File: src/rtl/neuron_accum.sv
// rtl/neuron_accum.sv - accumulates NUM_CHUNKS signed 8.18 partials per neuron, adds bias,
// applies a clamping ReLU and presents one result per neuron with a wrapping index.
module neuron_accum #(
  parameter int NUM_CHUNKS  = 8,
  parameter int NUM_NEURONS = 10,
  parameter int ACC_W       = 30,
  localparam int IDX_W = (NUM_NEURONS > 1) ? $clog2(NUM_NEURONS) : 1,
  localparam int CNT_W = (NUM_CHUNKS > 1) ? $clog2(NUM_CHUNKS) : 1
) (
  input  logic             clk,
  input  logic             GlobalReset,
  input  logic [25:0]      in_value,
  input  logic             in_valid,
  output logic             in_ready,
  input  logic [25:0]      bias_in,
  output logic [25:0]      out_data,
  output logic             out_valid,
  input  logic             out_ready,
  output logic [IDX_W-1:0] out_idx,
  output logic             out_last
);

  typedef enum logic [1:0] {ACCUM, FINISH, OUTPUT} state_t;

  // Largest positive 8.18 value, widened to the accumulator for the clamp compare.
  localparam logic signed [ACC_W-1:0] SAT_MAX = {{(ACC_W-25){1'b0}}, 25'h1FFFFFF};
  localparam logic [CNT_W-1:0] LAST_CHUNK  = CNT_W'(NUM_CHUNKS - 1);
  localparam logic [IDX_W-1:0] LAST_NEURON = IDX_W'(NUM_NEURONS - 1);

  state_t                  state;
  logic signed [ACC_W-1:0] acc;
  logic        [25:0]      bias_reg;
  logic        [CNT_W-1:0] chunk_cnt;
  logic signed [ACC_W-1:0] in_ext;
  logic signed [ACC_W-1:0] bias_ext;
  logic signed [ACC_W-1:0] sum;

  assign in_ext   = {{(ACC_W-26){in_value[25]}}, in_value};
  assign bias_ext = {{(ACC_W-26){bias_reg[25]}}, bias_reg};
  assign sum      = acc + bias_ext;

  assign in_ready = (state == ACCUM);
  assign out_last = out_valid && (out_idx == LAST_NEURON);

  always_ff @(posedge clk or posedge GlobalReset) begin
    if (GlobalReset) begin
      state     <= ACCUM;
      acc       <= '0;
      bias_reg  <= '0;
      chunk_cnt <= '0;
      out_idx   <= '0;
      out_data  <= '0;
      out_valid <= 1'b0;
    end else begin
      case (state)
        ACCUM: begin
          if (in_valid && in_ready) begin
            // The first chunk reloads acc so nothing from the previous neuron survives.
            if (chunk_cnt == '0) begin
              acc      <= in_ext;
              bias_reg <= bias_in;
            end else begin
              acc <= acc + in_ext;
            end
            if (chunk_cnt == LAST_CHUNK) begin
              chunk_cnt <= '0;
              state     <= FINISH;
            end else begin
              chunk_cnt <= chunk_cnt + CNT_W'(1);
            end
          end
        end
        FINISH: begin
          if (sum < 0)
            out_data <= '0;
          else if (sum > SAT_MAX)
            out_data <= 26'h1FFFFFF;
          else
            out_data <= sum[25:0];
          out_valid <= 1'b1;
          state     <= OUTPUT;
        end
        OUTPUT: begin
          if (out_ready) begin
            out_valid <= 1'b0;
            state     <= ACCUM;
            out_idx   <= (out_idx == LAST_NEURON) ? '0 : out_idx + IDX_W'(1);
          end
        end
        default: state <= ACCUM;
      endcase
    end
  end

endmodule

File: config.mk
export PLATFORM = sky130hd
export DESIGN_NAME = neuron_accum
export DESIGN_NICKNAME = d
export VERILOG_FILES = /design/src/rtl/neuron_accum.sv
export SDC_FILE = /design/constraint.sdc
export NUM_CORES = 1
export LEC_CHECK = 0
export CAP_MARGIN = 20
export CELL_PAD_IN_SITES_DETAIL_PLACEMENT = 1
export CELL_PAD_IN_SITES_GLOBAL_PLACEMENT = 1
export CORE_MARGIN = 4
export CORE_UTILIZATION = 48
export CTS_BUF_LIST = sky130_fd_sc_hd__clkbuf_8
export CTS_CLUSTER_DIAMETER = 40
export DETAILED_ROUTE_END_ITERATION = 6
export PLACE_DENSITY_LB_ADDON = 0.12
export SLEW_MARGIN = 20
export SYNTH_ARGS = -nofsm -noshare
export SYNTH_HDL_FRONTEND = slang
export SYNTH_SLANG_ARGS = --single-unit
export TNS_END_PERCENT = 100
File: constraint.sdc
create_clock -name clk -period 4.71 [get_ports clk]
set_clock_uncertainty 0.15 [all_clocks]
set_input_delay 0.942 -clock clk [delete_from_list [all_inputs] [get_ports clk]]
set_output_delay 0.942 -clock clk [all_outputs]
set_load 0.02 [all_outputs]
### Word level (Yosys, flattened, before mapping)

Index checks and enable logic that the tools add are counted.

* register bits after elaboration: 92
* bits of input ports: 56
* output and inout bits: 33
* logic and storage cells: 41

* add/sub/neg operators: 4
* $lt $le $gt $ge: 2
* equal/unequal tests: 7
* mux-type cells: 11
* reductions and logical operators: 10

Operators by type and width (count)
* $add A30 B26 Y30: 2
* $mux W26: 2
* $gt A30 B26 Y1 const B: 1
* $lt A30 B1 Y1 const B: 1
* $mux W30: 1
* $mux W2: 3
* $pmux W2 S3: 1
* $reduce_and A2 Y1: 3
* $reduce_and A3 Y1: 2
* $add A4 B1 Y4 const B: 1
* $eq A4 B4 Y1 const B: 1
* $mux W4: 1
* $ne A2 B1 Y1 const B: 2
* $add A3 B1 Y3 const B: 1
* $eq A3 B3 Y1 const B: 1
* $logic_not A3 Y1: 1
* $mux W3: 1
* $eq A2 B1 Y1 const B: 1
* $eq A2 B2 Y1 const B: 1
* $logic_and A1 B1 Y1: 2
* $logic_not A2 Y1: 1
* $ne A2 B2 Y1 const B: 1
* $pmux W1 S2: 1
* $reduce_bool A2 Y1: 1
* $mux W1: 1

### Depth between registers and ports, before layout

* depth in word-level cells: 4
* mapped depth: 15
* depth with buffers taken out: 13

### Least setup slack after synthesis

Ideal clock, no wire load.

* path type: input port to flip-flop
* start: input port in_value[0]
* end: register acc[28]
* library setup time: 0.128 ns
* data arrival time: 3.053 ns
* data required time: 4.432 ns
* slack: 1.379 ns
* cell stages on the path: 13
* path buffers: 0
* cells stage by stage: ha_1 -> inv_1 -> fa_1 -> nor2b_1 -> o31a_1 -> o31ai_1 -> a211o_1 -> a21oi_1 -> a21o_1 -> a31oi_1 -> o21ai_0 -> xnor2_1 -> o21ai_0

* word-level cells in the longest chain between the ends: 2

Ends and longest elaborated chain
* start, declared: line 12 `input logic [25:0] in_value,`
* $add A30 B26 Y30: line 63 `acc <= acc + in_ext;`
* $mux W30: line 59 `if (chunk_cnt == '0) begin`
* end signal, assigned: line 60 `acc <= in_ext;`
* end signal, assigned: line 63
* end, declared: line 31 `logic signed [ACC_W-1:0] acc;`

Every way passes these cells.
A chain may end at the register's enable or synchronous reset.

### Worst setup path after layout

* start: input port in_value[0]
* end: register acc[26]

Same word-level chain as after synthesis.

==> summary.txt <==
Synth area leaders: dfrtp_1 33%, ha_1 11%, a21oi_1 5.0%
CTS H-tree depth: 3
CP Launch Type: input pin
Worst Setup Path Type: input pin to register
WP data arrival: 4000 ps
Worst slack at placement: 486 ps
Mean post-synth cell area: 9.09 sq um
CTS tree: built
GRT overflow: 0
Total clock buffers created by CTS: 9
Synth-to-layout area growth: 18.0%
# diodes: 0
CP Capture Type: register
IO Count: 89
Minimum clock period: 3890 ps
Synth cell types: 61
First-pass detailed-route iteration total: 4
Clock buffer depth: 2
Netlist Area Pre-Place: 6890 sq um
DP HPWL: 15.1 mm
Final setup viols: 0
Reg clk slew, reported paths: 90 ps
Routed vias: 5,988
Fmax: 0.257 GHz
Worst-Skew Late Latency: 380 ps
Main synth FF type: dfrtp_1
Seq. cell area: 2300 sq um
GR Layer Usage met1: 33.7%
Root Buffer: clkbuf_8
Routed Antenna Nets: 0
Die Y: 128 um
Class of the worst hold path: register to register
Cells after Synth: 758
Vias per inst: 5.84
Crit. Startpoint: in_value[0]
Avg WL per Cell: 19.1 um
Fin Hold WS: 356 ps
First-pass GRT wire length: 32.8 mm
Crit path max fanout: 3
NumNets Final: 959
Worst Tran Pin Value: 773 ps
GRT Total Usage: 24.7%
Core area: 14,000 sq um
Reg-to-reg slack, setup: 830 ps
Slew Limit Fails: 0
Final critical-path share of the clock period: 82.6%
Initial Utilization: 49.2%
Post-synth top area share: 33.4%
Vias in the first global route: 6,492
Fraction of layout cells with a size suffix above 1: 10.9%
Slew headroom: 48.4%
Number of enable flip-flop cells after synthesis: 0
Reg-to-Reg Start: acc[12]
Residual DRC: 0
Multi-input gate area: 4340 sq um
Max-cap violations: 0
Outcome: complete, no violations
Min-Delay Startpoint: out_data[25]
Largest net degree at the start of global routing: 41
Setup slack after layout: 818 ps
Sum Neg Setup Slack: 0 ps
Post-cts hold buffer count: 0
Syn_nets: 877
Grt met3 use: 2.54%
Leak Pwr: 3.59 nW
Layer with the highest usage: met2
Initial antenna violation count: 0
Number of flip-flops in the largest register: 30
Hold Fails Final Rpt: 0
Clock sinks: 92
Synthesis Warnings: 0
DRT iter0 DRCs: 315
GR met2 Demand/Resource: 42.0%
Final wirelength: 19.6 mm
Synth async-reset ratio: 100%
Post-cts sizing count: 0
Placer Congestion: 0.928
RSZ-0062 raised after global routing: no
Worst vdd ir: 317 uV
Cell accounting for the most synthesized area: dfrtp_1
PwrDens: 851 nW/um^2
Worst path required time: 4820 ps
DIE WIDTH: 128 um
Setup bufs post-CTS: 0
# fillers: 1,631
PortBufs: 88
Flops & latches, synth: 92
Die area: 16,300 sq um
Seq/Total Area, Yosys: 33.4%
Num rows: 43
[kinds of logic after synthesis]
logic type / count (synthesis) / synth area share [%]
adders and majority gates: 63 / 11.7
xor gates and xnor gates: 47 / 5.98
DFF: 92 / 33.4
AOI/OAI and AO/OA: 243 / 25.2
muxes: 28 / 4.60
and+or+nand+nor: 229 / 15.3
buffers and inverters: 56 / 3.83
[layout by cell type, fill, tap and decap left out, types with 6 or more instances in the layout]
cell / Yosys / final
o21bai_1: 6 / 6
xor2_1: 20 / 20
ha_1: 61 / 61
nand4_1: 9 / 9
or3_1: 6 / 6
o21ai_0: 46 / 46
dfrtp_1: 92 / 92
buf_4: 0 / 9
a21oi_1: 69 / 69
clkdlybuf4s50_1: 0 / 88
a31oi_1: 14 / 14
nand2b_1: 10 / 10
xnor2_1: 27 / 27
a21o_1: 30 / 30
nor3_1: 11 / 11
a211oi_2: 21 / 21
mux2_2: 26 / 26
nor2b_1: 13 / 11
nor2_1: 71 / 70
nand2_1: 72 / 72
nand3_1: 15 / 15
inv_1: 30 / 30
and3_1: 8 / 8
a211oi_1: 14 / 14
clkbuf_8: 0 / 11
o21a_1: 6 / 6
[synth_stat cells, types with 8 or more instances]
master,count
ha_1,61
nand3_1,15
nand4_1,9
xor2_1,20
mux2_2,26
nor3_1,11
nand2b_1,10
a211oi_2,21
nor2_1,71
inv_1,30
clkbuf_1,18
dfrtp_1,92
a211oi_1,14
and3_1,8
o21ai_0,46
nand2_1,72
nor2b_1,13
xnor2_1,27
a21oi_1,69
a31oi_1,14
a21o_1,30
[cell type report]
cell class | instances | share of cell area [%]
clock inverters | 5 | 0.631
clock buffers | 11 | 1.86
inverters | 30 | 1.40
multi-input cells | 610 | 53.3
well taps | 180 | 2.77
flip-flops and latches | 92 | 28.3
repair buffers | 97 | 11.7
[critical path: stages]
cell	delay, ps
clkdlybuf4s50_1	460
ha_1	260
inv_1	80
fa_1	180
nor2b_1	70
o31a_1	270
o31ai_1	350
a211o_1	230
a21oi_1	120
a211o_1	290
a21oi_1	290
a21oi_1	140
o41ai_1	300
[metal layers]
layer  share of wire [%]  up-vias
met5                   0        -
met4                 1.7        0
met3                 3.5       20
met2                  47      105
met1                  47     2968
li1                    -     2895
[power by group]
group	leakage [nW]	total (mW)	switching [mW]	internal (mW)
logic	2.38	4.81	2.78	2.03
registers	1.10	1.54	0.360	1.18
clock network	0.107	0.573	0.302	0.271
total	3.59	6.92	3.44	3.48
[through the flow]
| step | total power, mW | area [sq um] | util, % | instances |
|---|---|---|---|---|
| final | 6.92 | 8130 | 58.1 | 1025 |
| after global routing | 7.54 | 8130 | 58.1 | 1025 |
| after CTS | 6.92 | 8130 | 58.1 | 1025 |
| after detailed placement | 6.27 | 7930 | 56.7 | 1009 |
| after global placement | 6.04 | 7930 | 56.7 | 1009 |
| after floorplan | 4.97 | 6890 | - | 758 |
[path summary, 6_finish.rpt]
| kind | endpoint | cells past startpoint |
|---|---|---|
| worst min-delay path | out_data[25] | 1 |
| min in group asynchronous | out_data[5] | 2 |
| worst min register to register | out_data[25] | 1 |
| worst max-delay path | acc[26] | 13 |
| max in group asynchronous | acc[19] | 3 |
| worst max register to register | out_data[4] | 12 |
No activity file was read; power rests on OpenSTA's default activity.
==> RTL change 1: new RTL, same flow settings <==
Reset style: synchronous (`GlobalReset`), changed in one clocked block.
--- a/src/rtl/neuron_accum.sv
+++ b/src/rtl/neuron_accum.sv
@@ -42,7 +42,7 @@
   assign in_ready = (state == ACCUM);
   assign out_last = out_valid && (out_idx == LAST_NEURON);
 
-  always_ff @(posedge clk or posedge GlobalReset) begin
+  always_ff @(posedge clk) begin
     if (GlobalReset) begin
       state     <= ACCUM;
       acc       <= '0;
Check against the original RTL: not equivalent (Yosys sat finds a counterexample within 10 cycles, from zero or initial values and one cycle with GlobalReset high; the reset may be asserted at any time).
==> RTL change 1 against the original RTL <==
  * Count of clock-buffer cells in the layout fell by 1
  * Sequential cell count did not move
  * Worst setup slack improved by 40 ps
  * Final area fell by 0.42%
  * Hold slack got worse by 35 ps
  * Synthesized area rose by 0.71%
  * Core utilization fell by 0.46 points
  * Critical endpoint is now acc[28]$_SDFFE_PP0P_
  * Global-route usage rose by 2.8 points
  * Largest cell class unchanged
  * Critical path type unchanged
  * Wire length rose by 16%
  * Cell count rose by 11%
Power is left out: it rests on default switching activity, and per cell area and clock period it moved more than threefold.
==> RTL change 1: results (changes against the original RTL) <==
outcome completed; synth warn 0 (unchanged); clock transition at the registers of the reported paths 100 ps; sequential fraction of the synthesis area 26.6% (-6.9 points); Initial DRC Count 505 (+60%); fillcell total 1756 (+7.7%); Reg2Reg Capture Point out_data[1]$_SDFFE_PP0P_; first-pass GRT wire length 36700 µm (+12%); routability cong. 1.01 (+8.4%); HP Class flop to flop; detailed placer's ending HPWL 17300 µm (+15%); Hold EP bias_reg[19]$_SDFFE_PP0P_; CTS buffer count 9 (unchanged); Max FO, Critical Path 4 (+1); Setup Buffers After CTS 0 (unchanged); Reg-to-Reg Start acc[11]$_SDFFE_PP0P_; Critical Path Source in_value[0]; Avg WL per Cell 20.0 µm (+4.9%); dpl ws 611 ps (+125 ps); initial antenna violation count 0 (unchanged); top cells by area, synth dfxtp_1 27%, ha_1 11%, a21oi_1 8.1%; syn_nets 1007 (+15%); largest buffer count on any clock path 2 (unchanged); Slew HR 27.9% (-21 points); Async SR Flop Fraction 0% (-100 points); share of layout cells above drive strength 1 5.85% (-5.0 points); hold path start bias_reg[19]$_SDFFE_PP0P_; GRT Overall Usage 27.5% (+2.8 points); max FFs per register 30 (unchanged); slowest library cell on the worst path a2111o_1; max frequency 0.260 GHz (+1.0%); Skew-Pair Late Insertion Delay 390 ps; non-filler cells, final 1138 (+11%); top_reg_cell synth dfxtp_1; Syn Area/Cell 7.81 µm² (-14%); number of distinct library cells after synthesis 79 (+30%); CP Capture Point acc[28]$_SDFFE_PP0P_; largest net degree at the start of global routing 57 (+39%); R2R cell count 10 (-2); IO buf count 88 (unchanged); via count 7102 (+19%); clock root cell clkbuf_8; CP arrival 4020 ps (+20 ps); CP peak stage delay 480 ps (+20 ps); Post-synth EDFFs 0 (unchanged); Reg2Reg Setup Slack 1100 ps (+270 ps); Min-Delay Path Depth 2 (+1); PostCTS Resize Cnt 0 (unchanged); Post-synth top cells 141 x nand2_1, 112 x a21oi_1, 92 x dfxtp_1, 61 x ha_1, 60 x nor2_1; vias in the first global route 7278 (+12%)
[RTL change 1: changes by cell type in the layout (fill, tap and decap cells not counted), sizes merged, moves of 10 or more]
cell / before / now
nor3: 11 / 28
a21oi: 74 / 117
mux2: 26 / 3
a32oi: 0 / 21
nor2: 71 / 61
dfxtp: 0 / 92
a211oi: 35 / 22
dfrtp: 92 / 0
nand2: 72 / 141
a21o: 30 / 9
[RTL change 1: final cells by class]
class	count	area share (%)
timing repair buffer	98	11.7
inverter	22	1.02
sequential	92	22.8
clock buffer	10	1.70
tap	180	2.78
multi-input combinational	730	59.2
clock inverter	6	0.788
[RTL change 1: cell families after synthesis]
logic type	Yosys count	share of synthesized area [%]
AOI/OAI and AO/OA	300	29.4
xor gates and xnor gates	45	5.90
adders and majority gates	63	11.6
buffers and inverters	66	4.47
DFF	92	26.6
muxes	5	0.830
and+or+nand+nor	317	21.2
[RTL change 1: critical path, delay by kind of cell]
kind	cells	cell delay, ps
AO/OA/AOI/OAI	6	1850
adder cells (fa/ha/maj)	2	450
buffers and inverters	2	540
AND/OR/NAND/NOR	2	230
[RTL change 1: per-stage QoR]
step | hold slack (ps) | cell area [µm²]
2_1_floorplan | 290 | 6940
3_3_place_gp | 296 | 7890
3_5_place_dp | 310 | 7890
4_1_cts | 326 | 8090
5_1_grt | 326 | 8100
6_report | 321 | 8100
[RTL change 1: layer usage]
metal | GRT usage [%] | part of all wire [%] | vias to the layer above
met3 | 3.33 | 4.2 | 39
met4 | 8.80 | 2.1 | 0
li1 | - | - | 3396
met5 | 0 | 0 | -
met1 | 35.9 | 45 | 3492
met2 | 47.0 | 49 | 175
==> RTL change 2: new RTL, same flow settings <==
Made on the original files. Change the parameter `NUM_NEURONS` from 10 to 5.
--- a/src/rtl/neuron_accum.sv
+++ b/src/rtl/neuron_accum.sv
@@ -2,7 +2,7 @@
 // applies a clamping ReLU and presents one result per neuron with a wrapping index.
 module neuron_accum #(
   parameter int NUM_CHUNKS  = 8,
-  parameter int NUM_NEURONS = 10,
+  parameter int NUM_NEURONS = 5,
   parameter int ACC_W       = 30,
   localparam int IDX_W = (NUM_NEURONS > 1) ? $clog2(NUM_NEURONS) : 1,
   localparam int CNT_W = (NUM_CHUNKS > 1) ? $clog2(NUM_CHUNKS) : 1
Interface: changed (resized out_idx); port bits go from 89 to 88. The function was not compared with the original's and may differ.
==> RTL change 2 against the original RTL <==
  * Synthesized cell count is 9.1% higher
  * Non-clock buffer count is 2 lower
  * Count of clock-buffer cells in the layout is 2 lower
  * Synthesized area is 3.0% higher
  * Power is 1.3% higher
  * Register-to-register slack better by 70 ps
  * Highest routed layer unchanged
  * Worst setup slack worse by 130 ps
  * Die area is 2.8% higher
  * Sequential share of layout area is 0.67 points lower
  * Sequential cell count is 1 lower
  * Critical path type unchanged
  * Wire length is 5.0% higher
  * Final area is 1.3% higher
==> RTL change 2: results (changes against the original RTL) <==
outcome completed; met1 usage 34.3% (+0.56 points); IO buf count 87 (-1.1%); Data buffer area share 11.3% (-0.37 points); largest net degree at the start of global routing 50 (+22%); complex-gate fraction of the synthesized area 20.9% (-4.3 points); Metal-1 WL 9440 µm (+1.8%); multi-input gates 677 (+11%); Combinational Power Share 72.0% (+2.5 points); share of layout cells above drive strength 1 8.13% (-2.8 points); Non-clock inverters 22 (-27%); mux share of post-synthesis cell area 4.71% (+0.11 points); Reg area 2280 µm² (-1.1%); top cells by area, synth dfrtp_1 32%, ha_1 11%, nand2_1 5.8%; post-synthesis instance total 827 (+9.1%); max frequency 0.248 GHz (-3.4%); post-synthesis adder-cell area fraction 11.7% (+0.015 points); Via-to-Cell Ratio 5.97 (+2.2%); routed wl met3 739 µm (+8.0%); first-pass GRT wire length 34500 µm (+5.0%); final WL 20600 µm (+5.0%); synthesized flop and latch total 91 (-1.1%); Max IR drop VDD 0.362 mV (+14%); Post-synth top cells 110 x nand2_1, 91 x dfrtp_1, 67 x a21oi_1, 63 x ha_1, 57 x nor2_1; hold path start out_data[23]$_DFFE_PP0P_; P per Cell Area 851 nW/µm² (about the same); Reg power frac 21.4% (-0.8 points); final net count 1017 (+6.0%); GR Layer Usage met3 3.30% (+0.76 points); routability cong. 0.890 (-4.1%); Least-Margin Pin Slew 1120 ps (+349 ps); sequential fraction of the synthesis area 32.1% (-1.3 points); vias in the first global route 6849 (+5.5%); GRT Overall Usage 25.6% (+0.86 points); Reg-to-Reg Start acc[0]$_DFFE_PP0P_
[RTL change 2: cell count changes after synthesis, moves of 5 or more]
cell,change
a211oi_1,-5
a211oi_2,-20
a21o_1,-13
a22oi_1,+5
a31oi_1,-11
buf_2,+6
inv_1,-8
nand2_1,+38
nand3_1,+35
nand3_2,+10
nor2_1,-14
nor2b_1,-5
nor3_1,+12
[RTL change 2: worst paths after layout]
check	slack (ps)	cells past startpoint	end
min in group asynchronous	880	2	out_data[1]$_DFFE_PP0P_
max	680	13	acc[28]$_DFFE_PP0P_
max reg2reg	900	12	out_data[17]$_DFFE_PP0P_
max in group asynchronous	2690	3	out_data[24]$_DFFE_PP0P_
min reg2reg	320	2	out_data[23]$_DFFE_PP0P_
min	320	2	out_data[23]$_DFFE_PP0P_
[RTL change 2: through the flow]
stage	area (µm²)	worst slack, ps
floorplan	7090	1240
global placement	8080	447
detailed placement	8080	308
CTS	8230	703
global route	8240	386
finish	8240	683
